$ cat src/rtl/resistor_capacitor_low_pass_filter.sv
// rtl/resistor_capacitor_low_pass_filter.sv - first-order RC low-pass filter, serial multiplier
//
// Purpose: y[n] = y[n-1] + ((alpha * (x[n] - y[n-1])) >>> 16), with alpha an
// unsigned Q0.16 coefficient derived from R, C and the sample rate at
// elaboration, or taken from ALPHA_OVERRIDE when nonzero. One sample costs
// 18 clocks: LOAD, 16 shift-add steps in MUL, then ACC.
//
// Ports:
//   clk          - system clock, rising edge
//   reset_n      - asynchronous active-low reset
//   audio_clk_en - one-clk sample strobe; only honoured in IDLE
//   in           - signed 16-bit input sample
//   out          - signed 16-bit filtered sample, held between updates
//   out_valid    - one-cycle pulse after each out update
//   overrun      - sticky, set when a strobe arrives while busy
//
// Configuration macro:
//   RC_LPF_ROUNDING_EN - when defined, round half up before the >>> 16;
//                        otherwise truncate toward negative infinity.

module resistor_capacitor_low_pass_filter #(
  parameter int CLOCK_RATE     = 50000000,
  parameter int SAMPLE_RATE    = 48000,
  parameter int R              = 47000,
  parameter int C_35_SHIFTED   = 113387,
  parameter int ALPHA_OVERRIDE = 0
) (
  input  logic        clk,
  input  logic        reset_n,
  input  logic        audio_clk_en,
  input  logic [15:0] in,
  output logic [15:0] out,
  output logic        out_valid,
  output logic        overrun
);

  // Time step and RC constant share a 2^32 scale so their ratio is unitless.
  localparam logic [63:0] DELTA_T_32 = (64'd1 << 32) / 64'(SAMPLE_RATE);
  localparam logic [63:0] RC_32      = (64'(R) * 64'(C_35_SHIFTED)) >> 3;
  localparam logic [63:0] ALPHA_CALC = (DELTA_T_32 << 16) / (RC_32 + DELTA_T_32);
  localparam logic [15:0] ALPHA      = (ALPHA_OVERRIDE != 0) ? 16'(ALPHA_OVERRIDE) :
                                       (ALPHA_CALC > 64'd65535) ? 16'hFFFF :
                                       ALPHA_CALC[15:0];

  // An 18-cycle computation must fit between strobes with margin.
  if (CLOCK_RATE / SAMPLE_RATE < 20) begin : g_rate_check
    $fatal(1, "CLOCK_RATE / SAMPLE_RATE must be at least 20");
  end

  typedef enum logic [1:0] {IDLE, LOAD, MUL, ACC} state_t;

  state_t             state, state_next;
  logic        [15:0] x_reg;
  logic        [16:0] diff;
  logic        [33:0] acc;
  logic        [3:0]  cnt;
  logic        [33:0] diff_ext;
  logic signed [34:0] acc_adj;
  logic signed [34:0] acc_shr;
  logic signed [34:0] sum_full;
  logic        [15:0] sat_out;

  assign diff_ext = {{17{diff[16]}}, diff};

  always_ff @(posedge clk or negedge reset_n) begin
    if (!reset_n) begin
      state <= IDLE;
    end else begin
      state <= state_next;
    end
  end

  always_comb begin
    state_next = state;
    case (state)
      IDLE:    if (audio_clk_en) state_next = LOAD;
      LOAD:    state_next = MUL;
      MUL:     if (cnt == 4'd15) state_next = ACC;
      ACC:     state_next = IDLE;
      default: state_next = IDLE;
    endcase
  end

  // Final sum is formed wide so saturation sees the true value.
  always_comb begin
    acc_adj = {acc[33], acc};
`ifdef RC_LPF_ROUNDING_EN
    acc_adj = acc_adj + 35'sd32768;
`endif
    acc_shr  = acc_adj >>> 16;
    sum_full = acc_shr + {{19{out[15]}}, out};
    if (sum_full > 35'sd32767) begin
      sat_out = 16'h7FFF;
    end else if (sum_full < -35'sd32768) begin
      sat_out = 16'h8000;
    end else begin
      sat_out = sum_full[15:0];
    end
  end

  always_ff @(posedge clk or negedge reset_n) begin
    if (!reset_n) begin
      x_reg     <= '0;
      diff      <= '0;
      acc       <= '0;
      cnt       <= '0;
      out       <= '0;
      out_valid <= 1'b0;
      overrun   <= 1'b0;
    end else begin
      out_valid <= 1'b0;
      // Strobes outside IDLE are dropped; the sample in flight is unaffected.
      if (audio_clk_en && state != IDLE) overrun <= 1'b1;
      case (state)
        IDLE: begin
          if (audio_clk_en) x_reg <= in;
        end
        LOAD: begin
          diff <= {x_reg[15], x_reg} - {out[15], out};
          acc  <= '0;
          cnt  <= '0;
        end
        MUL: begin
          // alpha is unsigned, so each set bit adds the sign-extended diff
          // weighted by its bit position.
          if (ALPHA[cnt]) acc <= acc + (diff_ext << cnt);
          cnt <= cnt + 4'd1;
        end
        ACC: begin
          out       <= sat_out;
          out_valid <= 1'b1;
        end
        default: ;
      endcase
    end
  end

endmodule

$ cat config.mk
export PLATFORM = sky130hd
export DESIGN_NAME = resistor_capacitor_low_pass_filter
export DESIGN_NICKNAME = d
export VERILOG_FILES = /design/src/rtl/resistor_capacitor_low_pass_filter.sv
export SDC_FILE = /design/constraint.sdc
export NUM_CORES = 1
export LEC_CHECK = 0
export CORE_MARGIN = 2
export CORE_UTILIZATION = 62
export DETAILED_ROUTE_END_ITERATION = 10
export GPL_TIMING_DRIVEN = 0
export MAX_ROUTING_LAYER = met4
export PLACE_DENSITY = 0.91
export SLEW_MARGIN = 5
export SYNTH_ARGS = -nofsm -noshare
export SYNTH_HDL_FRONTEND = slang
export SYNTH_SLANG_ARGS = --single-unit
$ cat constraint.sdc
create_clock -name clk -period 5.4 [get_ports clk]
set_input_delay 0.54 -clock clk [delete_from_list [all_inputs] [get_ports clk]]
set_output_delay 0.54 -clock clk [all_outputs]
set_load 0.02 [all_outputs]
==> run_results.csv, run 1 <==
group,metric,value,unit
cells_and_area,multi_input_area,4920,um^2
timing,final_report_setup_violation_count,0,
floorplan,die_h,114,um
yosys,synth_ff_type,"dfrtp_1",
placement,placement.io_buffers,36,
cells_and_area,seqCellArea,2280,um^2
yosys,count_of_yosys_warnings_during_synthesis,0,
critical_path,critical_path_arrival,5.15,ns
timing,worstMarginPinSlew,0.804,ns
clocking,tritoncts_num_sinks,91,
run_status,run_status,"completed",
timing,hold-worst-slack,0.178,ns
floorplan,design.core.area,11900,um^2
cells_and_area,final_nets,1002,
run,max_cap_viol_count,0,
cells_and_area,diodes,0,
critical_path,critical_setup_path_class,"flop to flop",
clocking,clock_latency_on_the_worst_skew_pair,0.36,ns
power_and_ir_drop,cell_internal_pwr,0.00280,W
timing,timing.setup.tns,0,ns
critical_path,crit_path_from,"cnt[1]",
yosys,post-synth-top-area-fraction,30.3,%
floorplan,start_util,63.2,%
route,drt_pass1_iterations,5,
worst_hold_path,hold_path.class,"input port to asynchronous set/reset pin",
yosys,synth_area_per_cell,8.76,um^2
clocking,clock_tree.root_cell,"clkbuf_16",
timing,setup_ws_post_layout,0.480,ns
yosys,synth.cells.most_frequent,"dfrtp_1, nand2_1, ha_1, a21oi_1, o21ai_0",
timing,finalWorstPathRequiredPeriod,4.92,ns
route,routed-via-count,6837,
clocking,cts_tree,"done",
global_routing,globalRoute.totalOverflow,0,
cells_and_area,regMostFlops,"acc",
yosys,synth_fa_ha_area_share,12.9,%
yosys,synth_cell_types,64,
cells_and_area,largest_reg_flops,34,
timing,layout_worst_path_cycle_share,91.1,%
yosys,share_of_the_synthesized_area_in_compound_gates_ao_oa_aoi_oai,23.4,%
clocking,htree_levels,3,
route,avgRoutedWirePerCell,18.8,um
yosys,synth_most_common_cell,"dfrtp_1",
yosys,synth_top_area_cell,"dfrtp_1",
timing,rsz0062_at_grt,"no",
power_and_ir_drop,switching_power,0.00259,W
route,vias_per_cell,6.46,
placement,post-place-cells,1043,
power_and_ir_drop,share_seq_of_total_power,21.7,%
route,drt-total-wl,19.9,mm
cells_and_area,area_delta_synth_final,11.7,%
critical_path,cells_along_the_critical_path,"clkbuf_1 > buf_1 > mux2i_1 > nor2_1 > a31oi_1 > nor2_1 > a21oi_1 > nor2_1 > ha_1 > o21ai_0 > nor2_1 > o22ai_1 > o221ai_1 > a21o_1 > a31o_2 > a221oi_1 > xor2_1 > o21ai_1",
power_and_ir_drop,leakage_power_of_the_design,3.79,nW
route,wl_met2,9.28,mm
critical_path,critical_path.max_fanout,10,
floorplan,die_x,114,um
yosys,synth_enable_flop_cells,0,
yosys,yosys.area_share.simple,14.4,%
critical_path,critPathMostFrequentCell,"nor2_1",
power_and_ir_drop,vdd.ir_drop.worst,0.000373,V
global_routing,global_route_wire_length_before_repair,32.7,mm
clocking,post_cts_resized,0,
critical_path,timing.critical_path.slowest_cell_delay,0.50,ns
yosys,synth.cell_area,7530,um^2
floorplan,die_area,13000,um^2
placement,preCtsSetupSlack,0.591,ns
critical_path,worst-path-buf-inv,2,
timing,fmax,203,MHz
timing,finalHoldViolations,0,
placement,place.detailed.hpwl,14.8,mm
power_and_ir_drop,power_switching_share,48.0,%
clocking,cts-hold-fix-buffers,0,
route,drc_violation_total_after_the_first_tritonroute_iteration,564,
route,route.top_layer_used,"met4",
yosys,synth-seq-area-share,30.3,%
power_and_ir_drop,power_per_cell_area,641,nW/um^2
global_routing,grt_max_degree,53,
clocking,cts-root-to-sink-buffers,2,
global_routing,number_of_antenna_violations_at_the_first_check_in_global_routing,0,
critical_path,cp_data_required_time,5.63,ns
route,detail-route-antenna-nets,0,
yosys,synthMuxAreaShare,8.76,%
floorplan,pin_count,37,
yosys,ys_seq_elements,91,
power_and_ir_drop,pwr-share-comb,65.9,%
route,remaining_drc_errors,0,
critical_path,crit_path_end_kind,"flop",
power_and_ir_drop,power_frac_clock,12.5,%
global_routing,grt.total_usage,32.8,%
yosys,synth_nets,954,
cells_and_area,final_util,70.6,%
timing,fin_skew,0.00801,ns
critical_path,critPathLaunchType,"flop",
cells_and_area,drive_above_1_share,7.02,%
cells_and_area,final_cell_count_no_fill,1059,
yosys,post_synth_inst_count,859,
cells_and_area,largest_registers,"acc x34, diff x17",
yosys,largest_family_of_logic_cells_by_synthesized_area,"compound AO/OA/AOI/OAI gates",
clocking,post_cts_buffers,0,
cells_and_area,fill_cells,908,
placement,gp_routability_congestion,0.968,
route,wl_met1,8.79,mm
floorplan,placement_rows,40,
critical_path,worst_path_max_delay_cell,"buf_1",
clocking,tritoncts.num_buffers,9,
global_routing,first_global_vias,6577,
critical_path,r2r-start,"cnt[1]",
clocking,clk_transition_reported_paths,0.07,ns
yosys,yosys.area_share.xor_xnor,5.94,%
timing,slew_violations,0,
timing,max_slew_headroom_at_the_worst_pin,46.4,%
yosys,synth_area_leaders,"dfrtp_1, ha_1, mux2_2",
critical_path,timing.critical_path.max_delay_family,"compound AO/OA/AOI/OAI gates",
yosys,synth-async-reset-ratio,100,%
route,met3RoutedLength,1.18,mm
area by class of cell:
type / count / share of cell area [%]
clock inverter: 6 / 0.834
buffer: 35 / 1.79
sequential: 91 / 27.1
inverter: 47 / 2.10
timing repair buffer: 37 / 4.59
clock buffer: 10 / 2.84
multi-input combinational: 686 / 58.6
tap: 147 / 2.19
path summary, 6_finish.rpt:
check / endpoint / slack (ns) / cells past startpoint
worst max-delay path: acc[32] / 0.48 / 18
worst min-delay path: acc[5] / 0.18 / 1
worst max register to register: acc[32] / 0.48 / 18
worst min register to register: overrun / 0.46 / 1
max in group asynchronous: out[5] / 4.57 / 2
min in group clk: overrun / 0.46 / 1
logic make-up after synthesis:
group / count (synthesis)
AND/OR/NAND/NOR: 235
adder cells (fa/ha/maj): 76
XOR/XNOR: 51
flip-flops: 91
multiplexers: 57
buffers and inverters: 82
AO/OA/AOI/OAI: 267
metrics by stage:
step	total power, W	area (um^2)
after floorplan	0.00371	7530
after global placement	0.00445	8070
after detailed placement	0.00459	8100
after CTS	0.00532	8400
after global routing	0.00579	8400
final	0.00539	8400
metal layers:
layer	vias to the layer above	GRT usage (%)
met5	-	-
met4	0	14.9
met3	57	3.71
met2	270	50.4
met1	3275	44.0
li1	3235	-
worst register-to-register path, delay by kind of cell (launching register included):
family	cells	cell delay, ns
AOI/OAI and AO/OA	9	2.53
buffers and inverters	2	0.75
DFF	1	0.36
adders and majority gates	1	0.34
and+or+nand+nor	4	0.32
muxes	1	0.31
xor gates and xnor gates	1	0.18
cell usage in the layout (no fill, tap or decap), drive strengths merged, types with 9 or more instances in the layout:
cell type / n
dfrtp: 91
mux2: 31
a211oi: 10
nor3: 17
mux2i: 22
clkbuf: 40
nor2b: 13
a31oi: 9
o21ai: 68
o21a: 9
nor2: 59
clkdlybuf4s50: 35
o31ai: 9
a21o: 23
o21bai: 10
a221o: 16
xor2: 17
ha: 73
inv: 49
nand2: 84
nand3: 20
a21oi: 66
xnor2: 34
power groups by stage:
stage / sequential, W / combinational (W) / clock (W)
after floorplan: 0.00115 / 0.00256 / 0
final: 0.00117 / 0.00355 / 0.000673
after CTS: 0.00116 / 0.00349 / 0.000674
after detailed placement: 0.00116 / 0.00343 / 0
after global routing: 0.00119 / 0.00390 / 0.000701
after global placement: 0.00116 / 0.00330 / 0
(Power assumes the default switching activity.)
==> inputs of run 2 (changes only) <==
CELL_PAD_IN_SITES_DETAIL_PLACEMENT = 0   (was default)
CELL_PAD_IN_SITES_GLOBAL_PLACEMENT = 1   (was default)
CORE_UTILIZATION = 48   (was 62)
MAX_ROUTING_LAYER = default   (was met4)
==> run 2 against run 1 <==
Against the previous run:
- clock power is 9.1% lower
- global-route usage down 8.1 points
- die area grew 28%
- critical endpoint unchanged
- largest cell class unchanged
- largest power group unchanged
- highest routed layer unchanged
==> run_results.csv, run 2 (synthesized netlist as in run 1, its figures left out) <==
group,metric,value,unit
run_status,run_status,"completed",
power_and_ir_drop,power_per_cell_area,620,nW/um^2
cells_and_area,drive_above_1_share,7.02,%
critical_path,critical_path.max_fanout,10,
clocking,cts_tree,"done",
timing,layout_worst_path_cycle_share,89.5,%
cells_and_area,final_nets,1002,
floorplan,design.core.area,15300,um^2
cells_and_area,final_util,55.4,%
global_routing,number_of_antenna_violations_at_the_first_check_in_global_routing,0,
timing,timing.setup.tns,0,ns
power_and_ir_drop,share_seq_of_total_power,22.1,%
route,drt-total-wl,19.5,mm
floorplan,die_x,129,um
route,drt_pass1_iterations,5,
timing,finalHoldViolations,0,
cells_and_area,largest_reg_flops,34,
clocking,clock_latency_on_the_worst_skew_pair,0.36,ns
timing,hold-worst-slack,0.255,ns
power_and_ir_drop,pwr-share-comb,66.2,%
clocking,post_cts_buffers,0,
clocking,tritoncts_num_sinks,91,
clocking,htree_levels,3,
global_routing,grt_max_degree,56,
route,vias_per_cell,5.86,
cells_and_area,layout_common_cells,"dfrtp_1, nand2_1, ha_1, a21oi_1, o21ai_0",
floorplan,start_util,49.3,%
clocking,cts-hold-fix-buffers,0,
cells_and_area,regMostFlops,"acc",
power_and_ir_drop,power_switching_share,47.8,%
critical_path,rr_worst_depth,18,
timing,rsz0062_at_grt,"no",
floorplan,placement_rows,45,
critical_path,r2r-start,"cnt[1]",
global_routing,first_global_vias,6291,
critical_path,reg2reg_to,"acc[32]",
floorplan,die_h,129,um
route,avgRoutedWirePerCell,17.3,um
critical_path,critical_setup_path_class,"flop to flop",
route,routed-via-count,6577,
timing,finalWorstPathRequiredPeriod,4.83,ns
route,remaining_drc_errors,0,
critical_path,critPathLaunchType,"flop",
route,detail-route-antenna-nets,0,
placement,place.detailed.hpwl,15.0,mm
clocking,clk_transition_reported_paths,0.07,ns
cells_and_area,area_delta_synth_final,12.2,%
timing,worstMarginPinSlew,0.779,ns
timing,max_slew_headroom_at_the_worst_pin,48.1,%
power_and_ir_drop,switching_power,0.00250,W
critical_path,cp_data_required_time,5.62,ns
global_routing,globalRoute.totalOverflow,0,
clocking,cts-root-to-sink-buffers,2,
timing,final_report_setup_violation_count,0,
global_routing,global_route_wire_length_before_repair,32.2,mm
clocking,post_cts_resized,0,
clocking,clock_tree.root_cell,"clkbuf_16",
power_and_ir_drop,power_frac_clock,11.7,%
timing,slew_violations,0,
timing,fin_skew,0.00896,ns
clocking,tritoncts.num_buffers,9,
power_and_ir_drop,totalPowerFinal,0.00523,W
power_and_ir_drop,leakage_power_of_the_design,3.76,nW
critical_path,crit_path_end_kind,"flop",
floorplan,pin_count,37,
power_and_ir_drop,vdd.ir_drop.worst,0.000279,V
placement,placement.io_buffers,36,
global_routing,grt.total_usage,24.7,%
floorplan,die_area,16700,um^2
placement,gp_routability_congestion,0.932,
critical_path,crit_path_from,"cnt[1]",
cells_and_area,diodes,0,
timing,fmax,207,MHz
power_and_ir_drop,cell_internal_pwr,0.00273,W
worst_hold_path,hold_path.class,"input port to asynchronous set/reset pin",
critical_path,critical_path_arrival,5.05,ns
cells_and_area,final_common_cell,"dfrtp_1",
critical_path,ff_to_ff_setup_slack,0.57,ns
cells_and_area,largest_registers,"acc x34, diff x17",
route,drc_violation_total_after_the_first_tritonroute_iteration,383,
run,max_cap_viol_count,0,
[run 2: changes by cell type in the layout (fill, tap and decap cells not counted), sizes merged]
| cell | before | now |
|---|---|---|
| clkinvlp | 0 | 4 |
| clkinv | 3 | 2 |
| bufinv | 1 | 0 |
| clkbuf | 40 | 39 |
| inv | 49 | 48 |
[run 2: stage by stage]
step	setup WS (ns)	cells	cell area (um^2)
6_report	0.565	1123	8450
4_1_cts	0.586	1123	8450
2_1_floorplan	1.48	859	7530
5_1_grt	0.197	1123	8450
3_3_place_gp	0.256	1106	8150
3_5_place_dp	0.611	1107	8170
[run 2: metal layers]
layer	up-vias	global-route usage, %	share of wire [%]	wire (um)
met5	-	0	0	0
met4	0	8.25	2.2	421
met3	27	3.55	4.9	950
met2	168	37.3	44	8570
met1	3147	36.3	49	9520
li1	3235	-	-	-
[run 2: worst max-delay path by stage]
stage               endpoint  slack, ns
finish               acc[32]       0.57
global route         acc[32]       0.20
CTS                  acc[32]       0.59
detailed placement   acc[32]       0.61
global placement     acc[28]       0.26
floorplan            acc[32]       1.48
[run 2: cell type report]
| class | count | area [um^2] |
|---|---|---|
| Timing Repair Buffer | 37 | 378 |
| Fill cell | 1433 | 6810 |
| Clock buffer | 9 | 225 |
| Inverter | 47 | 176 |
| Multi-Input combinational cell | 686 | 4920 |
| Sequential cell | 91 | 2280 |
| Tap cell | 211 | 264 |
| Buffer | 35 | 150 |
| Clock inverter | 7 | 52.6 |
[run 2: worst max-delay path: stages, from the launching register on]
cell,delay (ns)
dfrtp_1,0.36
clkbuf_1,0.23
buf_1,0.49
mux2i_1,0.32
nor2_1,0.06
a31oi_1,0.31
nor2_1,0.09
a21oi_1,0.19
nor2_1,0.09
ha_1,0.34
o21ai_0,0.23
nor2_1,0.09
o22ai_1,0.41
o221ai_1,0.30
a21o_1,0.29
a31o_2,0.31
a221oi_1,0.34
xor2_1,0.18
o21ai_1,0.07
[run 2: power by group through the flow]
stage / Clock (W) / Combinational (W) / Sequential, W
6_report: 0.000612 / 0.00346 / 0.00116
5_1_grt: 0.000650 / 0.00385 / 0.00119
2_1_floorplan: 0 / 0.00256 / 0.00115
3_3_place_gp: 0 / 0.00337 / 0.00116
3_5_place_dp: 0 / 0.00342 / 0.00117
4_1_cts: 0.000621 / 0.00344 / 0.00116
